**config.mk**
```make
export PLATFORM = sky130hd
export DESIGN_NAME = i4003_chain_loader_flat
export DESIGN_NICKNAME = d
export VERILOG_FILES = /design/src/rtl/i4003_chain_loader_if.sv /design/src/rtl/i4003_chain_loader.sv /design/src/flat_wrapper.sv
export SDC_FILE = /design/constraint.sdc
export NUM_CORES = 1
export LEC_CHECK = 0
export CAP_MARGIN = 30
export CORE_UTILIZATION = 25
export DETAILED_ROUTE_END_ITERATION = 8
export DONT_BUFFER_PORTS = 1
export GPL_TIMING_DRIVEN = 0
export PLACE_DENSITY = 0.39
export SLEW_MARGIN = 20
export SYNTH_ARGS = -nofsm -noshare
export SYNTH_HDL_FRONTEND = slang
export SYNTH_SLANG_ARGS = --single-unit
```
**constraint.sdc**
```tcl
create_clock -name sysclk -period 2.3 [get_ports sysclk]
set_clock_uncertainty 0.1 [all_clocks]
set_input_delay 0.23 -clock sysclk [delete_from_list [all_inputs] [get_ports sysclk]]
set_output_delay 0.23 -clock sysclk [all_outputs]
set_load 0.005 [all_outputs]
```
**src/rtl/i4003_chain_loader_if.sv**
```systemverilog
// Host-side load port of the i4003 chain loader: request/ready handshake,
// completion pulse and readback of the previous chain contents.
interface i4003_chain_loader_if #(
    parameter int unsigned NBITS = 10
) ();
    logic [NBITS-1:0] load_data;
    logic             load_valid;
    logic             load_ready;
    logic             done;
    logic [NBITS-1:0] readback;

    modport master (
        output load_data,
        output load_valid,
        input  load_ready,
        input  done,
        input  readback
    );

    modport slave (
        input  load_data,
        input  load_valid,
        output load_ready,
        output done,
        output readback
    );
endinterface

```
**src/rtl/i4003_chain_loader.sv**
```systemverilog
// Serially loads a chain of cascaded i4003 shift registers (MSB first) with
// stretched cp phases, captures the previous contents and drives enable.
module i4003_chain_loader #(
    parameter int unsigned SYSCLK_TCY         = 20,
    parameter int unsigned N_CHAIN            = 1,
    parameter int unsigned SETUP_NS           = 100,
    parameter int unsigned CP_HIGH_NS         = 400,
    parameter int unsigned CP_LOW_NS          = 400,
    parameter int unsigned BLANK_DURING_SHIFT = 1
) (
    input  logic                 sysclk,
    input  logic                 poc,
    i4003_chain_loader_if.slave  host,
    input  logic                 display_on,
    input  logic                 chain_serial_out,
    output logic                 cp,
    output logic                 serial_in,
    output logic                 enable
);
    localparam int unsigned NBITS    = 10 * N_CHAIN;
    localparam int unsigned T_SU_RAW = (SETUP_NS   + SYSCLK_TCY - 1) / SYSCLK_TCY;
    localparam int unsigned T_HI_RAW = (CP_HIGH_NS + SYSCLK_TCY - 1) / SYSCLK_TCY;
    localparam int unsigned T_LO_RAW = (CP_LOW_NS  + SYSCLK_TCY - 1) / SYSCLK_TCY;
    localparam int unsigned T_SU     = (T_SU_RAW < 1) ? 1 : T_SU_RAW;
    localparam int unsigned T_HI     = (T_HI_RAW < 1) ? 1 : T_HI_RAW;
    localparam int unsigned T_LO     = (T_LO_RAW < 1) ? 1 : T_LO_RAW;
    localparam int unsigned T_MAX_A  = (T_SU > T_HI) ? T_SU : T_HI;
    localparam int unsigned T_MAX    = (T_MAX_A > T_LO) ? T_MAX_A : T_LO;
    localparam int unsigned CW       = $clog2(T_MAX + 1);
    localparam int unsigned IW       = $clog2(NBITS);
    localparam logic        BLANK    = (BLANK_DURING_SHIFT != 0);

    // The device needs >250 ns in each cp phase to latch internally.
    if (CP_HIGH_NS <= 250 || CP_LOW_NS <= 250) begin : g_bad_cp_timing
        $error("i4003_chain_loader: CP_HIGH_NS and CP_LOW_NS must exceed 250");
    end
    if (N_CHAIN < 1 || N_CHAIN > 4) begin : g_bad_chain
        $error("i4003_chain_loader: N_CHAIN must be 1..4");
    end

    typedef enum logic [2:0] {
        S_IDLE,
        S_SETUP,
        S_CP_HIGH,
        S_CP_LOW,
        S_DONE
    } state_t;

    state_t           r_state;
    logic [CW-1:0]    r_cnt;
    logic [IW-1:0]    r_idx;
    logic [NBITS-1:0] r_data;
    logic [NBITS-1:0] r_readback;
    logic             r_cp;
    logic             r_si;
    logic             r_done;
    logic             r_ready;
    logic             r_loaded;
    logic             r_enable;

    logic             w_to_idle;
    logic             w_busy_nx;
    logic             w_loaded_nx;

    // Enable is computed from next-cycle busy/loaded so it tracks the state edge.
    assign w_to_idle   = (r_state == S_DONE) || ((r_state == S_IDLE) && !host.load_valid);
    assign w_busy_nx   = !w_to_idle;
    assign w_loaded_nx = r_loaded || (r_state == S_DONE);

    always_ff @(posedge sysclk) begin
        if (poc) begin
            r_state    <= S_IDLE;
            r_cnt      <= '0;
            r_idx      <= '0;
            r_data     <= '0;
            r_readback <= '0;
            r_cp       <= 1'b0;
            r_si       <= 1'b0;
            r_done     <= 1'b0;
            r_ready    <= 1'b1;
            r_loaded   <= 1'b0;
            r_enable   <= 1'b0;
        end else begin
            r_done   <= 1'b0;
            r_enable <= display_on && w_loaded_nx && !(BLANK && w_busy_nx);
            case (r_state)
                S_IDLE: begin
                    if (host.load_valid) begin
                        r_data  <= host.load_data;
                        r_idx   <= IW'(NBITS - 1);
                        r_cnt   <= '0;
                        r_si    <= host.load_data[NBITS-1];
                        r_ready <= 1'b0;
                        r_state <= S_SETUP;
                    end
                end
                S_SETUP: begin
                    if (r_cnt == CW'(T_SU - 1)) begin
                        r_cnt   <= '0;
                        r_cp    <= 1'b1;
                        r_state <= S_CP_HIGH;
                    end else begin
                        r_cnt <= r_cnt + CW'(1);
                    end
                end
                S_CP_HIGH: begin
                    if (r_cnt == CW'(T_HI - 1)) begin
                        r_cnt   <= '0;
                        r_cp    <= 1'b0;
                        r_state <= S_CP_LOW;
                    end else begin
                        r_cnt <= r_cnt + CW'(1);
                    end
                end
                S_CP_LOW: begin
                    if (r_cnt == CW'(T_LO - 1)) begin
                        r_cnt      <= '0;
                        r_readback <= {r_readback[NBITS-2:0], chain_serial_out};
                        if (r_idx == '0) begin
                            r_si    <= 1'b0;
                            r_done  <= 1'b1;
                            r_state <= S_DONE;
                        end else begin
                            r_idx   <= r_idx - IW'(1);
                            r_si    <= r_data[r_idx - IW'(1)];
                            r_state <= S_SETUP;
                        end
                    end else begin
                        r_cnt <= r_cnt + CW'(1);
                    end
                end
                S_DONE: begin
                    r_loaded <= 1'b1;
                    r_ready  <= 1'b1;
                    r_state  <= S_IDLE;
                end
                default: r_state <= S_IDLE;
            endcase
        end
    end

    assign host.load_ready = r_ready;
    assign host.done       = r_done;
    assign host.readback   = r_readback;
    assign cp              = r_cp;
    assign serial_in       = r_si;
    assign enable          = r_enable;
endmodule

```
**src/flat_wrapper.sv**
```systemverilog
// flat-port wrapper written by rule: the top's interface ports become plain ports
module i4003_chain_loader_flat 
#(
    parameter int unsigned SYSCLK_TCY         = 20,
    parameter int unsigned N_CHAIN            = 1,
    parameter int unsigned SETUP_NS           = 100,
    parameter int unsigned CP_HIGH_NS         = 400,
    parameter int unsigned CP_LOW_NS          = 400,
    parameter int unsigned BLANK_DURING_SHIFT = 1
)
  (sysclk, poc, display_on, chain_serial_out, cp, serial_in, enable, host_load_data, host_load_valid, host_load_ready, host_done, host_readback);
  i4003_chain_loader_if #(.NBITS(10)) host_i ();
  input  logic sysclk;
  input  logic poc;
  input  logic display_on;
  input  logic chain_serial_out;
  output logic cp;
  output logic serial_in;
  output logic enable;
  input wire logic [$bits(host_i.load_data)-1:0] host_load_data;
  input wire logic [$bits(host_i.load_valid)-1:0] host_load_valid;
  output wire logic [$bits(host_i.load_ready)-1:0] host_load_ready;
  output wire logic [$bits(host_i.done)-1:0] host_done;
  output wire logic [$bits(host_i.readback)-1:0] host_readback;
  assign host_i.load_data = host_load_data;
  assign host_i.load_valid = host_load_valid;
  assign host_load_ready = host_i.load_ready;
  assign host_done = host_i.done;
  assign host_readback = host_i.readback;
  i4003_chain_loader #(.SYSCLK_TCY(SYSCLK_TCY), .N_CHAIN(N_CHAIN), .SETUP_NS(SETUP_NS), .CP_HIGH_NS(CP_HIGH_NS), .CP_LOW_NS(CP_LOW_NS), .BLANK_DURING_SHIFT(BLANK_DURING_SHIFT)) u_core (.sysclk(sysclk), .poc(poc), .host(host_i), .display_on(display_on), .chain_serial_out(chain_serial_out), .cp(cp), .serial_in(serial_in), .enable(enable));
endmodule
```
==> metrics.cfg, run 1 <==
[floorplan]
die_width_um=86.4
pin_count=30
core_area_sq_um=6830
die_area_sq_um=7460
die-height_um=86.4
rows=30
start_util=0.260

[synth]
syn_inst=206
ys.flop_type=dfxtp_1
ys_seq_area_frac=0.428
yosysWarningCount=0
yosysUniqueCellTypes=52
ys_seq_elements=38
syn_avg_cell_area_sq_um=8.64
netlist_area_sq_um=1780
ys_async_sr_fraction=0
synth_edf_count=0
synth_nets=224

[clock_network]
cts_made_buffers=5
clock-sinks=38
cts.clk_slew.worst_paths_ns=0.09
cts_tree=built
insertion_delay_ns=0.29
htreeDepth=2
cts.path.max_buffers=2
clockRootBuffer=clkbuf_8

[setup_path]
reg2reg_depth=7
r2r_end=u_core.serial_in
timing.rr.start=u_core.r_idx[0]
path_max_fanout=7
worst_ep_required_time_ns=2.37
end_kind=flop
rrSetupSlack_ns=0.16
path_class=reg -> reg
cp-start-kind=flop
arrival_ns=2.21

[global_routing]
first_global_vias=1406
overflow=0
grt_max_degree=14
grt_usage=0.126
grt_pass1_wl_um=7090
antenna_found_initial=0

[pwr]
p_sw_mw=0.358
power_density_nw_per_um2=713
p_int_mw=1.18
seqPwrFrac=0.449
p_leak_nw=0.733
combPwrFrac=0.099
clkPwrFrac=0.452
sw_frac_of_total=0.232
vdd_drop_max_mv=0.200

[hold_path]
holdPathEnd=u_core.r_state[0]
whs_path_depth=3
holdCritStartpoint=host_load_valid
hp-class=in -> reg

[routing]
avgViaCountPerCell=4.63
num_vias=1485
ant_nets=0
drt_iter0_markers=62
drc_errors=0
wl_per_cell_um=13.7
wirelength_um=4400
dr.pass1.iters=4

[finish]
multi_input_area_sq_um=946
final_nets=242
n_antenna_cell=0
final_cells=321
drive_above_1_share=0.111
seqCellArea_sq_um=761
area_growth_pct=21.4
fillers=760

[timing]
tns_ns=0
grt_setup_unrepaired=false
setup_viol=0
slew_headroom=0.523
slew_violations=0
fmax_ghz=0.466
post-route-min-period_ns=2.14
worst_pin_slew_ns=0.705
hold_viol=0
fin_crit_sh=0.933

[run]
cap_viol_max_count=0

[placed_design]
routabilityCongestion=0.746
dpl.cell_count=302
dp_hpwl_um=3070
port_buffers=0

[run_status]
outcome=complete, no violations

[final cells by class]
class | instances | area share
Buffer | 12 | 0.0272
Clock buffer | 5 | 0.0319
Clock inverter | 3 | 0.0319
Inverter | 7 | 0.0122
Multi-Input combinational cell | 149 | 0.438
Sequential cell | 38 | 0.352
Tap cell | 96 | 0.0556
Timing Repair Buffer | 11 | 0.0510
[cell usage in the layout, fill, tap and decap left out, types with 2 or more instances in the layout]
master         count
a211o_1            2
a211oi_1           2
a21oi_1           27
a22oi_1            2
and3_1             2
buf_2              5
bufinv_16          2
clkbuf_1           6
clkbuf_8           5
dfxtp_1           38
dlygate4sd3_1     11
ha_1               2
inv_1              7
nand2_1           44
nand3_1            6
nor2_1             9
nor2b_1            2
nor3_1             6
nor3b_1            2
nor4_1             3
o21ai_0            3
o31ai_1            3
or3_1              2
[power by group through the flow]
stage | logic [mW] | registers [mW] | clock network, mW
finish | 0.152 | 0.692 | 0.697
floorplan | 0.106 | 0.703 | 0
global route | 0.169 | 0.695 | 0.745
CTS | 0.149 | 0.692 | 0.721
detailed placement | 0.133 | 0.708 | 0
global placement | 0.134 | 0.707 | 0
[critical path, stage by stage, from the launching register on]
cell	delay, ns
dfxtp_1	0.33
buf_6	0.13
inv_1	0.08
ha_4	0.30
mux4_2	0.49
and3_1	0.21
a221oi_2	0.30
o22ai_2	0.10
[state kept, by name, summed over array words and instances (netlist names)]
name	cells
u_core.r_state	3
u_core.enable	1
u_core.host.load_ready	1
u_core.host.readback	10
u_core.r_idx	4
u_core.r_data	10
u_core.r_cnt	5
u_core.serial_in	1
u_core.r_loaded	1
u_core.cp	1
u_core.host.done	1
[cells by family (layout without fill, tap and decap cells)]
kind of cell             after synthesis  after routing  synth area share
AND/OR/NAND/NOR                       90             90             0.270
buffers and inverters                 19             38            0.0478
flip-flops                            38             38             0.428
adder cells (fa/ha/maj)                3              3            0.0211
multiplexers                           3              3            0.0331
XOR/XNOR                               2              2           0.00985
AO/OA/AOI/OAI                         51             51             0.191
[worst max path at each step]
stage                          from          endpoint  slack (ns)  cells after the start
CTS                 u_core.r_idx[0]  u_core.serial_in        0.05                      7
detailed placement  u_core.r_idx[0]  u_core.serial_in        0.09                      7
floorplan           u_core.r_idx[0]  u_core.serial_in        0.30                      7
global placement    u_core.r_idx[0]  u_core.serial_in        0.07                      7
global route        u_core.r_idx[0]  u_core.serial_in        0.04                      7
finish              u_core.r_idx[0]  u_core.serial_in        0.16                      7
[synthesized netlist by cell type, types with 3 or more instances]
cell type | count | area share
ha_1 | 3 | 0.021
nand2_1 | 44 | 0.093
nand3_1 | 6 | 0.017
nor2_1 | 9 | 0.019
inv_1 | 7 | 0.015
nor3_1 | 6 | 0.017
a21oi_1 | 27 | 0.076
o31ai_1 | 3 | 0.013
nor4_1 | 3 | 0.011
clkbuf_1 | 6 | 0.013
o21ai_0 | 3 | 0.0084
buf_2 | 5 | 0.014
dfxtp_1 | 38 | 0.43
[repair_timing]
item,in CTS,in global routing
buffers inserted,0,0
endpoints found under the setup margin,0,1
hold buffers,11,0
resized for setup,0,2
hold endpoints to repair,11,0
[per-layer routing]
| metal | track usage | up-vias | wire length, um |
|---|---|---|---|
| met5 | 0 | - | 0 |
| met4 | 0.0409 | 0 | 26 |
| met3 | 0.0381 | 2 | 200 |
| met2 | 0.205 | 20 | 2050 |
| met1 | 0.160 | 693 | 2120 |
| li1 | - | 770 | - |
[per-stage QoR]
| stage | total power, mW | instance area (sq um) | setup slack, ns | utilization | hold WS [ns] |
|---|---|---|---|---|---|
| after floorplan | 0.809 | 1780 | 0.296 | - | 0.266 |
| after global placement | 0.842 | 1900 | 0.0726 | 0.278 | 0.272 |
| after detailed placement | 0.841 | 1900 | 0.0872 | 0.278 | 0.273 |
| after CTS | 1.56 | 2150 | 0.0530 | 0.314 | 0.0941 |
| after global routing | 1.61 | 2160 | 0.0363 | 0.316 | 0.101 |
| final | 1.54 | 2160 | 0.155 | 0.316 | 0.107 |
Power figures use the tool's default switching activity.
==> inputs of run 2 (changes only) <==
--- a/config.mk
+++ b/config.mk
@@ -15,3 +15,4 @@
 export SYNTH_ARGS = -nofsm -noshare
 export SYNTH_HDL_FRONTEND = slang
 export SYNTH_SLANG_ARGS = --single-unit
+export TNS_END_PERCENT = 1
==> results of run 2 <==
Final layout, timing and power as in run 1 (identical DEF).
==> inputs of run 3 (changes only) <==
--- a/config.mk
+++ b/config.mk
@@ -6,11 +6,12 @@
 export NUM_CORES = 1
 export LEC_CHECK = 0
 export CAP_MARGIN = 30
-export CORE_UTILIZATION = 25
+export CORE_UTILIZATION = 42
+export CTS_CLUSTER_SIZE = 24
 export DETAILED_ROUTE_END_ITERATION = 8
 export DONT_BUFFER_PORTS = 1
 export GPL_TIMING_DRIVEN = 0
-export PLACE_DENSITY = 0.39
+export PLACE_DENSITY = 0.57
 export SLEW_MARGIN = 20
 export SYNTH_ARGS = -nofsm -noshare
 export SYNTH_HDL_FRONTEND = slang
==> run 3 against run 2 <==
  * Combinational power decreased by 4%
  * Final area decreased by 3.5%
  * Via count increased by 3.6%
  * Power decreased by 0.32%
  * Critical path depth unchanged
  * Largest cell class unchanged
==> metrics.cfg, run 3 (synthesized netlist as in run 1, its figures left out) <==
[clock_network]
cts_tree=built
cts.path.max_buffers=2  ; unchanged
insertion_delay_ns=0.28  ; about the same
cts.clk_slew.worst_paths_ns=0.08  ; about the same
clock-sinks=38  ; unchanged
clockRootBuffer=clkbuf_8
htreeDepth=2  ; unchanged
cts_made_buffers=5  ; unchanged

[timing]
slew_headroom=0.563  ; +0.0394
worst_pin_slew_ns=0.647  ; -0.0583 ns
fin_crit_sh=0.945  ; +0.0127
fmax_ghz=0.460  ; -1.3%
hold_viol=0  ; unchanged
tns_ns=0  ; unchanged
setup_viol=0  ; unchanged
grt_setup_unrepaired=false
slew_violations=0  ; unchanged
post-route-min-period_ns=2.17  ; +0.0291 ns

[finish]
seqCellArea_sq_um=761  ; unchanged
multi_input_area_sq_um=933  ; -1.3%
fillers=399  ; -48%
final_nets=241  ; -0.41%
design_area_sq_um=2080  ; -3.5%
n_antenna_cell=0  ; unchanged
final_common_cell=nand2_1
drive_above_1_share=0.107  ; -0.00397
area_growth_pct=17.2
final_cells=274  ; -15%
final_cell_mix=nand2_1 (44), dfxtp_1 (38), a21oi_1 (27), dlygate4sd3_1 (10), nor2_1 (9)

[routing]
wl_per_cell_um=14.8  ; +8.0%
dr_wl_met3_um=277  ; +39%
ant_nets=0  ; unchanged
wirelength_um=4060  ; -7.8%
drc_errors=0  ; unchanged
num_vias=1539  ; +3.6%
dr_wl_met2_um=1880  ; -8.3%
avgViaCountPerCell=5.62  ; +21%
dr.pass1.iters=4  ; unchanged
wl_met1_um=1780  ; -16%
drt_iter0_markers=49  ; -21%
routed.top_layer=met4

[run_status]
outcome=complete, no violations

[floorplan]
rows=23  ; -23%
die-height_um=67.1  ; -22%
die_width_um=67.1  ; -22%
pin_count=30  ; unchanged
core_area_sq_um=4030  ; -41%
die_area_sq_um=4500  ; -40%
start_util=0.442  ; +0.181

[placed_design]
port_buffers=0  ; unchanged
place_area_sq_um=1840  ; -3.0%
dp_hpwl_um=2850  ; -7.1%
routabilityCongestion=0.765  ; +2.7%
dpl.cell_count=256  ; -15%

[global_routing]
first_global_vias=1478  ; +5.1%
grt_max_degree=13  ; -1
grt_usage=0.206  ; +0.0797
overflow=0  ; unchanged
grt_pass1_wl_um=6760  ; -4.7%
antenna_found_initial=0  ; unchanged

[hold_path]
hp-class=in -> reg

[setup_path]
cp-start-kind=flop
worst_ep_required_time_ns=2.35  ; -0.02 ns
end_kind=flop
path_max_fanout=7  ; unchanged
arrival_ns=2.23  ; +0.02 ns
path_class=reg -> reg

[pwr]
p_leak_nw=0.730  ; -0.37%
vdd_drop_max_mv=0.414  ; +110%
power_density_nw_per_um2=737  ; +3.3%

[run]
cap_viol_max_count=0  ; unchanged

==> run 3: cell types whose count changed in the layout (fill, tap and decap cells not counted) <==
cell,change
ha_1,+1
clkbuf_8,+1
clkinv_4,-1
dlygate4sd3_1,-1
ha_4,-1
==> run 3: repair_timing <==
item                       4_1_cts  5_1_grt
hold buffers                    10        0
hold endpoints to repair        10        0
resized for setup                0        0
buffers inserted                 0        0
setup endpoints to repair        0        0
==> run 3: metrics by stage <==
step	hold slack [ns]	power [mW]	util	worst slack, ns
2_1_floorplan	0.266	0.809	-	0.296
3_3_place_gp	0.269	0.833	0.457	0.153
3_5_place_dp	0.273	0.839	0.457	0.126
4_1_cts	0.0101	1.55	0.517	0.100
5_1_grt	0.0341	1.60	0.517	0.0434
6_report	0.0258	1.54	0.517	0.126
==> run 3: power breakdown <==
group          internal, mW  switching [mW]
Combinational        0.0658          0.0807
Sequential            0.678          0.0142
Clock                 0.463           0.234
==> run 3: routing by layer <==
| layer | up-vias | global-route usage |
|---|---|---|
| met5 | - | 0 |
| met1 | 722 | 0.258 |
| li1 | 766 | - |
| met4 | 0 | 0.106 |
| met2 | 39 | 0.316 |
| met3 | 12 | 0.0582 |
==> run 3: layout make-up <==
type / instances / share of cell area
Inverter: 7 / 0.0126
Clock inverter: 2 / 0.0288
Sequential cell: 38 / 0.365
Multi-Input combinational cell: 149 / 0.448
Clock buffer: 6 / 0.0396
Buffer: 12 / 0.0282
Tap cell: 50 / 0.0300
Timing Repair Buffer: 10 / 0.0480
==> run 3: critical path, stage by stage (launching register included) <==
cell and delay [ns]:
dfxtp_1 0.33, buf_6 0.13, inv_1 0.06, ha_1 0.37, mux4_2 0.52, and3_1 0.21, a221oi_2 0.23, o22ai_2 0.09
==> run 3: worst paths after layout <==
path / startpoint / to / slack (ns) / depth (start not counted)
worst max-delay path: u_core.r_idx[0] / u_core.serial_in / 0.13 / 7
worst min-delay path: host_load_data[9] / u_core.r_data[9] / 0.03 / 2
worst max register to register: u_core.r_idx[0] / u_core.serial_in / 0.13 / 7
worst min register to register: u_core.r_data[4] / u_core.r_data[4] / 0.36 / 2
